--- src/rtl/neuron_mac_z.sv ---
// Neuron weighted sum z = bias + sum(x*w) in Q3.4, rounded half-up and saturated to 8 bits.
// Optional NEURON_MAC_SAT_FLAG_EN adds sat_flag, marking results that were clamped.
module neuron_mac_z #(
   parameter int N_INPUTS  = 2,
   parameter int FRAC_BITS = 4,
   parameter int ACC_WIDTH = 20
) (
   input  logic       clk,
   input  logic       rst,
   input  logic       in_valid,
   output logic       in_ready,
   input  logic [7:0] x_data,
   input  logic [7:0] w_data,
   input  logic [7:0] bias,
   output logic       z_valid,
   input  logic       z_ready,
   output logic [7:0] z_value,
   output logic       busy
`ifdef NEURON_MAC_SAT_FLAG_EN
   ,
   output logic       sat_flag
`endif
);

   localparam int CNT_W = $clog2(N_INPUTS + 1);
   localparam logic [CNT_W-1:0] LAST_CNT = CNT_W'(N_INPUTS);
   localparam int RW = ACC_WIDTH + 1;
   localparam logic signed [RW-1:0] HALF = RW'(2 ** (FRAC_BITS - 1));

   typedef enum logic [1:0] {IDLE, ACCUM, ROUND, OUT} state_t;

   state_t                        state_q, state_d;
   logic signed [ACC_WIDTH-1:0]   acc_q;
   logic        [CNT_W-1:0]       count_q;
   logic signed [15:0]            prod16;
   logic signed [ACC_WIDTH-1:0]   prod_ext;
   logic signed [ACC_WIDTH-1:0]   bias_ext;
   logic signed [RW-1:0]          rnd_sum;
   logic signed [RW-1:0]          r_val;
   logic                          sat_hi, sat_lo;
   logic        [7:0]             z_next;

   assign prod16   = $signed(x_data) * $signed(w_data);
   assign prod_ext = {{(ACC_WIDTH-16){prod16[15]}}, prod16};
   assign bias_ext = $signed({{(ACC_WIDTH-8){bias[7]}}, bias}) <<< FRAC_BITS;

   // One extra bit so adding the rounding constant can never wrap.
   assign rnd_sum = {acc_q[ACC_WIDTH-1], acc_q} + HALF;
   assign r_val   = rnd_sum >>> FRAC_BITS;
   assign sat_hi  = r_val > RW'(127);
   assign sat_lo  = r_val < RW'(-128);

   always_comb begin
      z_next = r_val[7:0];
      if (sat_hi)
         z_next = 8'h7F;
      else if (sat_lo)
         z_next = 8'h80;
   end

   always_comb begin
      state_d  = state_q;
      in_ready = 1'b0;
      case (state_q)
         IDLE: begin
            in_ready = 1'b1;
            if (in_valid)
               state_d = (N_INPUTS == 1) ? ROUND : ACCUM;
         end
         ACCUM: begin
            in_ready = 1'b1;
            if (in_valid && (count_q + CNT_W'(1)) == LAST_CNT)
               state_d = ROUND;
         end
         ROUND: state_d = OUT;
         OUT: begin
            if (z_ready)
               state_d = IDLE;
         end
         default: state_d = IDLE;
      endcase
   end

   assign busy = (state_q != IDLE);

   always_ff @(posedge clk or posedge rst) begin
      if (rst) begin
         state_q  <= IDLE;
         acc_q    <= '0;
         count_q  <= '0;
         z_value  <= '0;
         z_valid  <= 1'b0;
`ifdef NEURON_MAC_SAT_FLAG_EN
         sat_flag <= 1'b0;
`endif
      end else begin
         state_q <= state_d;
         case (state_q)
            IDLE: begin
               if (in_valid) begin
                  acc_q   <= bias_ext + prod_ext;
                  count_q <= CNT_W'(1);
               end
            end
            ACCUM: begin
               if (in_valid) begin
                  acc_q   <= acc_q + prod_ext;
                  count_q <= count_q + CNT_W'(1);
               end
            end
            ROUND: begin
               z_value  <= z_next;
               z_valid  <= 1'b1;
`ifdef NEURON_MAC_SAT_FLAG_EN
               sat_flag <= sat_hi | sat_lo;
`endif
            end
            OUT: begin
               if (z_ready)
                  z_valid <= 1'b0;
            end
            default: ;
         endcase
      end
   end

endmodule

--- config.mk ---
export PLATFORM = sky130hd
export DESIGN_NAME = neuron_mac_z
export DESIGN_NICKNAME = d
export VERILOG_FILES = /design/src/rtl/neuron_mac_z.sv
export SDC_FILE = /design/constraint.sdc
export NUM_CORES = 1
export LEC_CHECK = 0
export BUFFER_PORTS_ARGS = -buffer_cell sky130_fd_sc_hd__buf_2
export CORE_UTILIZATION = 50
export CTS_CLUSTER_DIAMETER = 200
export CTS_CLUSTER_SIZE = 10
export DETAILED_ROUTE_END_ITERATION = 10
export PLACE_DENSITY = 0.64
export SYNTH_ARGS = -nofsm -noshare
export SYNTH_HDL_FRONTEND = slang
export SYNTH_SLANG_ARGS = --single-unit
--- constraint.sdc ---
create_clock -name clk -period 8.92 [get_ports clk]
set_input_delay 1.784 -clock clk [delete_from_list [all_inputs] [get_ports clk]]
set_output_delay 1.784 -clock clk [all_outputs]
set_load 0.02 [all_outputs]
==> impl_metrics.yaml, run 1 <==
die:
  top_level_ports: 39
  die_width_um: 111
  rows: 39
  fp.dieH_um: 111
  coreArea_mm2: 0.0115
  die_area_mm2: 0.0123
  start_util_pct: 51.6
route:
  drtAntennaViolNets: 0
  wire_per_inst_um: 14.3
  first_iter_violations: 198
  wl_um: 12600
  drcViolationCount: 0
  vias: 4830
  vias_per_cell: 5.45
  drt_first_pass_iters: 4
setup_path:
  start_kind: "input port"
  required_ps: 9110
  critPathArrivalTime_ps: 8130
  cp_max_fo: 8
  critPathMaxStageDelay_ps: 530
  end_kind: "flop"
  path_cells: "buf_2 > and2_1 > fa_1 > inv_1 > fa_1 > inv_1 > fa_1 > inv_1 > fa_1 > inv_1 > ha_1 > o21ai_0 > nor2_1 > o41ai_1 > o211a_1 > nor3_1 > or2_2 > ha_1 > a21o_1 > a21o_1 > a2111o_1 > a41oi_1 > mux2_2 > a211oi_1"
  cp_slowest_cell: "fa_1"
  path_class: "input port to flop"
timing:
  finalCritPeriodShare_pct: 89.0
  drv_slew: 0
  hold_violations: 0
  finalSetupTns_ps: 0
  timing.fmax_mhz: 126
  setup_viol: 0
  min_period_ps: 7940
  max_slew_margin_pct: 31.3
  rsz0062_at_grt: "false"
  worst_pin_slew_ps: 1030
  finClkSkew_ps: 4.59
clock_tree:
  cts_hold_buf: 0
  clk_path_buf_depth: 2
  cts_setup_buffers: 0
  cts_num_sinks: 33
  cts-root-buf: "clkbuf_16"
  cts_tree: "done"
  clock_latency_ps: 280
  clk_pin_slew_worst_paths_ps: 60
  post_cts_resized: 0
  numCtsBuffers: 5
  htreeDepth: 2
outcome:
  status: "finished clean"
layout:
  fillers: 1039
  layout-drive-gt1-share_pct: 10.2
  multiInputGateArea_mm2: 0.00459
  fin_nets: 895
  regArea_um2: 826
  syn2layout_area_growth_pct: 8.59
global_routing:
  grt_start_max_net_pins: 36
  gr-usage-all-layers_pct: 21.4
  grt_antenna_before_repair: 1
  grt_pass1_wl_um: 21800
  grt_pass1_vias: 4817
  overflow: 0
logic_synthesis:
  synth-seq-cells: 33
  postSynth.asyncResetShare_pct: 100
  syn_inst: 704
  synth-edff-count: 0
  synth_fp_nets: 858
  yosysWarnings: 0
  seq_area_frac_synth_pct: 14.0
  netlist_top_cells_area: "fa_1 19%, ha_1 15%, dfrtp_1 14%, inv_1 7.5%, and2_1 5.2%"
  synth_top_area_share_pct: 19.3
  synth.most_common_cell: "inv_1"
  synth_flop_cell: "dfrtp_1"
  synth_area_mm2: 0.00591
  yosysTopAreaCell: "fa_1"
  synthTopCellsByCount: "118 x inv_1, 69 x ha_1, 57 x fa_1"
  synth.distinct_cells: 64
  avgSynthCellArea_um2: 8.40
placement:
  gp_congestion: 0.911
  place_hpwl_um: 10600
  numPortBuffers: 38
min_path:
  hold_class: "flop to flop"
run:
  drv_cap: 0
metal layers:
| metal | vias up | track usage [%] | wire [um] |
|---|---|---|---|
| li1 | 2463 | - | - |
| met1 | 2251 | 27.0 | 5800 |
| met2 | 97 | 38.7 | 6270 |
| met3 | 19 | 1.97 | 336 |
| met4 | 0 | 6.31 | 236 |
| met5 | - | 0 | 0 |
state kept, by name, indices dropped and copies added (netlist names):
signal,cells
z_valid,1
count_q,2
z_value,8
state_q,2
acc_q,20
cell usage in the layout (no fill, tap or decap), types with 6 or more instances in the layout:
cell,count
xor2_1,10
mux2i_1,6
nand2_1,46
o21ai_0,46
nor2_1,37
o22ai_1,7
inv_1,118
a211oi_1,8
nor3_1,17
nand3_1,9
dfrtp_1,33
xnor2_1,29
nor2b_1,7
buf_2,38
fa_1,57
a21oi_1,39
ha_1,69
and2_1,49
or3_1,7
a21o_1,11
stage by stage:
step / util, % / instances / setup slack (ps) / hold slack, ps / instance area, um2
detailed placement: 54.6 / 877 / 671 / 488 / 6260
floorplan: - / 704 / 1260 / 456 / 5910
global placement: 54.6 / 877 / 762 / 472 / 6260
CTS: 56.0 / 885 / 953 / 500 / 6420
finish: 56.0 / 886 / 979 / 494 / 6420
global route: 56.0 / 885 / 556 / 510 / 6420
critical path, delay by kind of cell:
kind	cells	cell delay (ps)
AO/OA/AOI/OAI	8	2170
adder cells (fa/ha/maj)	6	2730
buffers and inverters	5	330
multiplexers	1	370
AND/OR/NAND/NOR	4	740
layout make-up:
class / instances / area share, %
Timing Repair Buffer: 42 / 3.43
Inverter: 118 / 6.90
Tap cell: 143 / 2.79
Multi-Input combinational cell: 541 / 71.5
Clock buffer: 7 / 2.38
Clock inverter: 1 / 0.0780
Antenna cell: 1 / 0.0390
Sequential cell: 33 / 12.9
kinds of logic (layout without fill, tap and decap cells):
kind of cell    count (synthesis)  count (layout)  synth area share, %
fa+ha+maj                     126             126                 33.9
flops                          33              33                 14.0
xor+xnor                       39              39                 5.78
compound gates                161             161                 17.5
mux                            11              11                 1.97
buf+inv                       130             168                 8.36
simple gates                  204             204                 18.5
other cells                     0               1                    0
final timing paths:
kind,startpoint,endpoint,slack (ps),cells past startpoint
max in group asynchronous,rst,acc_q[14]$_DFFE_PP0P_,7020,3
setup reg to reg,acc_q[0]$_DFFE_PP0P_,acc_q[16]$_DFFE_PP0P_,5360,10
hold / removal,acc_q[2]$_DFFE_PP0P_,acc_q[2]$_DFFE_PP0P_,490,2
min in group asynchronous,rst,z_valid$_DFFE_PP0P_,1600,3
setup / recovery,w_data[4],acc_q[19]$_DFFE_PP0P_,980,24
hold reg to reg,acc_q[2]$_DFFE_PP0P_,acc_q[2]$_DFFE_PP0P_,490,2
Power of run 1 is left out: the tool's default activity adds up to more than one toggle a clock period on the data nets, which glitch-free logic cannot reach.
==> inputs of run 2 (changes only) <==
--- a/config.mk
+++ b/config.mk
@@ -10,7 +10,7 @@
 export CTS_CLUSTER_DIAMETER = 200
 export CTS_CLUSTER_SIZE = 10
 export DETAILED_ROUTE_END_ITERATION = 10
-export PLACE_DENSITY = 0.64
+export PLACE_DENSITY = 0.68
 export SYNTH_ARGS = -nofsm -noshare
 export SYNTH_HDL_FRONTEND = slang
 export SYNTH_SLANG_ARGS = --single-unit
==> impl_metrics.yaml, run 2 (synthesized netlist as in run 1, its figures left out) <==
timing:
  finalCritPeriodShare_pct: 89.2
  finalSetupTns_ps: 0
  setup_slack_ps: 967
  max_slew_margin_pct: 35.9
  setup_viol: 0
  worst_pin_slew_ps: 960
  min_period_ps: 7950
  finClkSkew_ps: 2.25
  timing.fmax_mhz: 126
  rsz0062_at_grt: "false"
  drv_slew: 0
  hold_violations: 0
setup_path:
  cp_slowest_cell: "fa_1"
  path_class: "input port to flop"
  end_kind: "flop"
  cp_num_buf_inv: 5
  critPathMaxStageDelay_ps: 650
  start_kind: "input port"
  cp_max_fo: 8
  path_cells: "buf_2 > and2_1 > fa_1 > inv_1 > fa_1 > inv_1 > fa_1 > inv_1 > fa_1 > inv_1 > ha_1 > and3_1 > a21oi_1 > o211a_1 > nor3_1 > or2_2 > ha_1 > a21o_1 > a21o_1 > a2111o_1 > a41oi_1 > mux2_2 > a211oi_1"
  required_ps: 9110
  critPathArrivalTime_ps: 8140
  cp_top_family: "adder cells"
placement:
  place_hpwl_um: 10800
  numPortBuffers: 38
  pre_cts_slack_ps: 708
  gp_congestion: 0.853
route:
  drcViolationCount: 0
  first_iter_violations: 229
  drtAntennaViolNets: 0
  wire_per_inst_um: 14.5
  wl_um: 12800
  vias: 4894
  vias_per_cell: 5.54
  drt_first_pass_iters: 7
global_routing:
  gr-usage-all-layers_pct: 22.0
  grt_antenna_before_repair: 0
  grt_start_max_net_pins: 36
  overflow: 0
  grt_pass1_vias: 4881
  grt_pass1_wl_um: 22500
layout:
  syn2layout_area_growth_pct: 8.55
  final_common_cell: "inv_1"
  reg_top3: "acc_q: 20 flops, z_value: 8 flops"
  layout-drive-gt1-share_pct: 9.86
  fin_nets: 893
  mostFrequentLayoutCells: "118 x inv_1, 69 x ha_1, 57 x fa_1"
  finish.utilization_pct: 56.0
  largest_register_ff_count: 20
  antenna_cells: 0
  top_register: "acc_q"
clock_tree:
  cts_hold_buf: 0
  numCtsBuffers: 5
  htreeDepth: 2
  clk_pin_slew_worst_paths_ps: 50
  cts_num_sinks: 33
  cts_tree: "done"
  clock_latency_ps: 280
  cts-root-buf: "clkbuf_16"
  clk_path_buf_depth: 2
  cts_setup_buffers: 0
  post_cts_resized: 0
die:
  die_width_um: 111
  die_area_mm2: 0.0123
  top_level_ports: 39
  fp.dieH_um: 111
  rows: 39
  coreArea_mm2: 0.0115
  start_util_pct: 51.6
min_path:
  hold_class: "flop to flop"
run:
  drv_cap: 0
outcome:
  status: "finished clean"
run 2: cell types whose count changed in the layout (fill, tap and decap cells not counted):
cell,change
diode_2,-1
clkbuf_1,+1
clkbuf_8,-1
buf_4,-2
clkinv_2,-1
bufinv_16,+1
run 2: worst min-delay path, delay by kind of cell, from the launching register on:
kind,cells,cell delay (ps)
compound gates,1,60
simple gates,1,50
flops,1,350
run 2: routing by layer:
layer	routed length [um]	GRT usage, %	share of wire [%]
met5	0	0	0
met4	137	4.62	1.1
met3	412	1.64	3.2
met2	6390	39.3	50
met1	5860	29.1	46
run 2: layout make-up:
class / instances / area [um2]
fillers: 1051 / 5050
multi-input cells: 541 / 4590
flip-flops and latches: 33 / 826
inverters: 118 / 443
repair buffers: 40 / 205
well taps: 143 / 179
clock buffers: 7 / 143
clock inverters: 1 / 30.0
run 2: path summary, 6_finish.rpt:
kind | startpoint | end | slack, ps | cells after the start
max | w_data[3] | acc_q[19]$_DFFE_PP0P_ | 970 | 23
min | acc_q[0]$_DFFE_PP0P_ | acc_q[0]$_DFFE_PP0P_ | 490 | 2
max reg2reg | acc_q[0]$_DFFE_PP0P_ | acc_q[16]$_DFFE_PP0P_ | 5220 | 10
min reg2reg | acc_q[0]$_DFFE_PP0P_ | acc_q[0]$_DFFE_PP0P_ | 490 | 2
max in group asynchronous | rst | acc_q[2]$_DFFE_PP0P_ | 6740 | 3
min in group asynchronous | rst | z_valid$_DFFE_PP0P_ | 1510 | 2
run 2: metrics by stage:
stage          hold slack [ps]  cells  area [um2]
2_1_floorplan              456    704        5910
3_3_place_gp               468    875        6240
3_5_place_dp               481    875        6240
4_1_cts                    493    883        6420
5_1_grt                    542    883        6420
6_report                   493    883        6420
Power of run 2 is left out for the same reason.
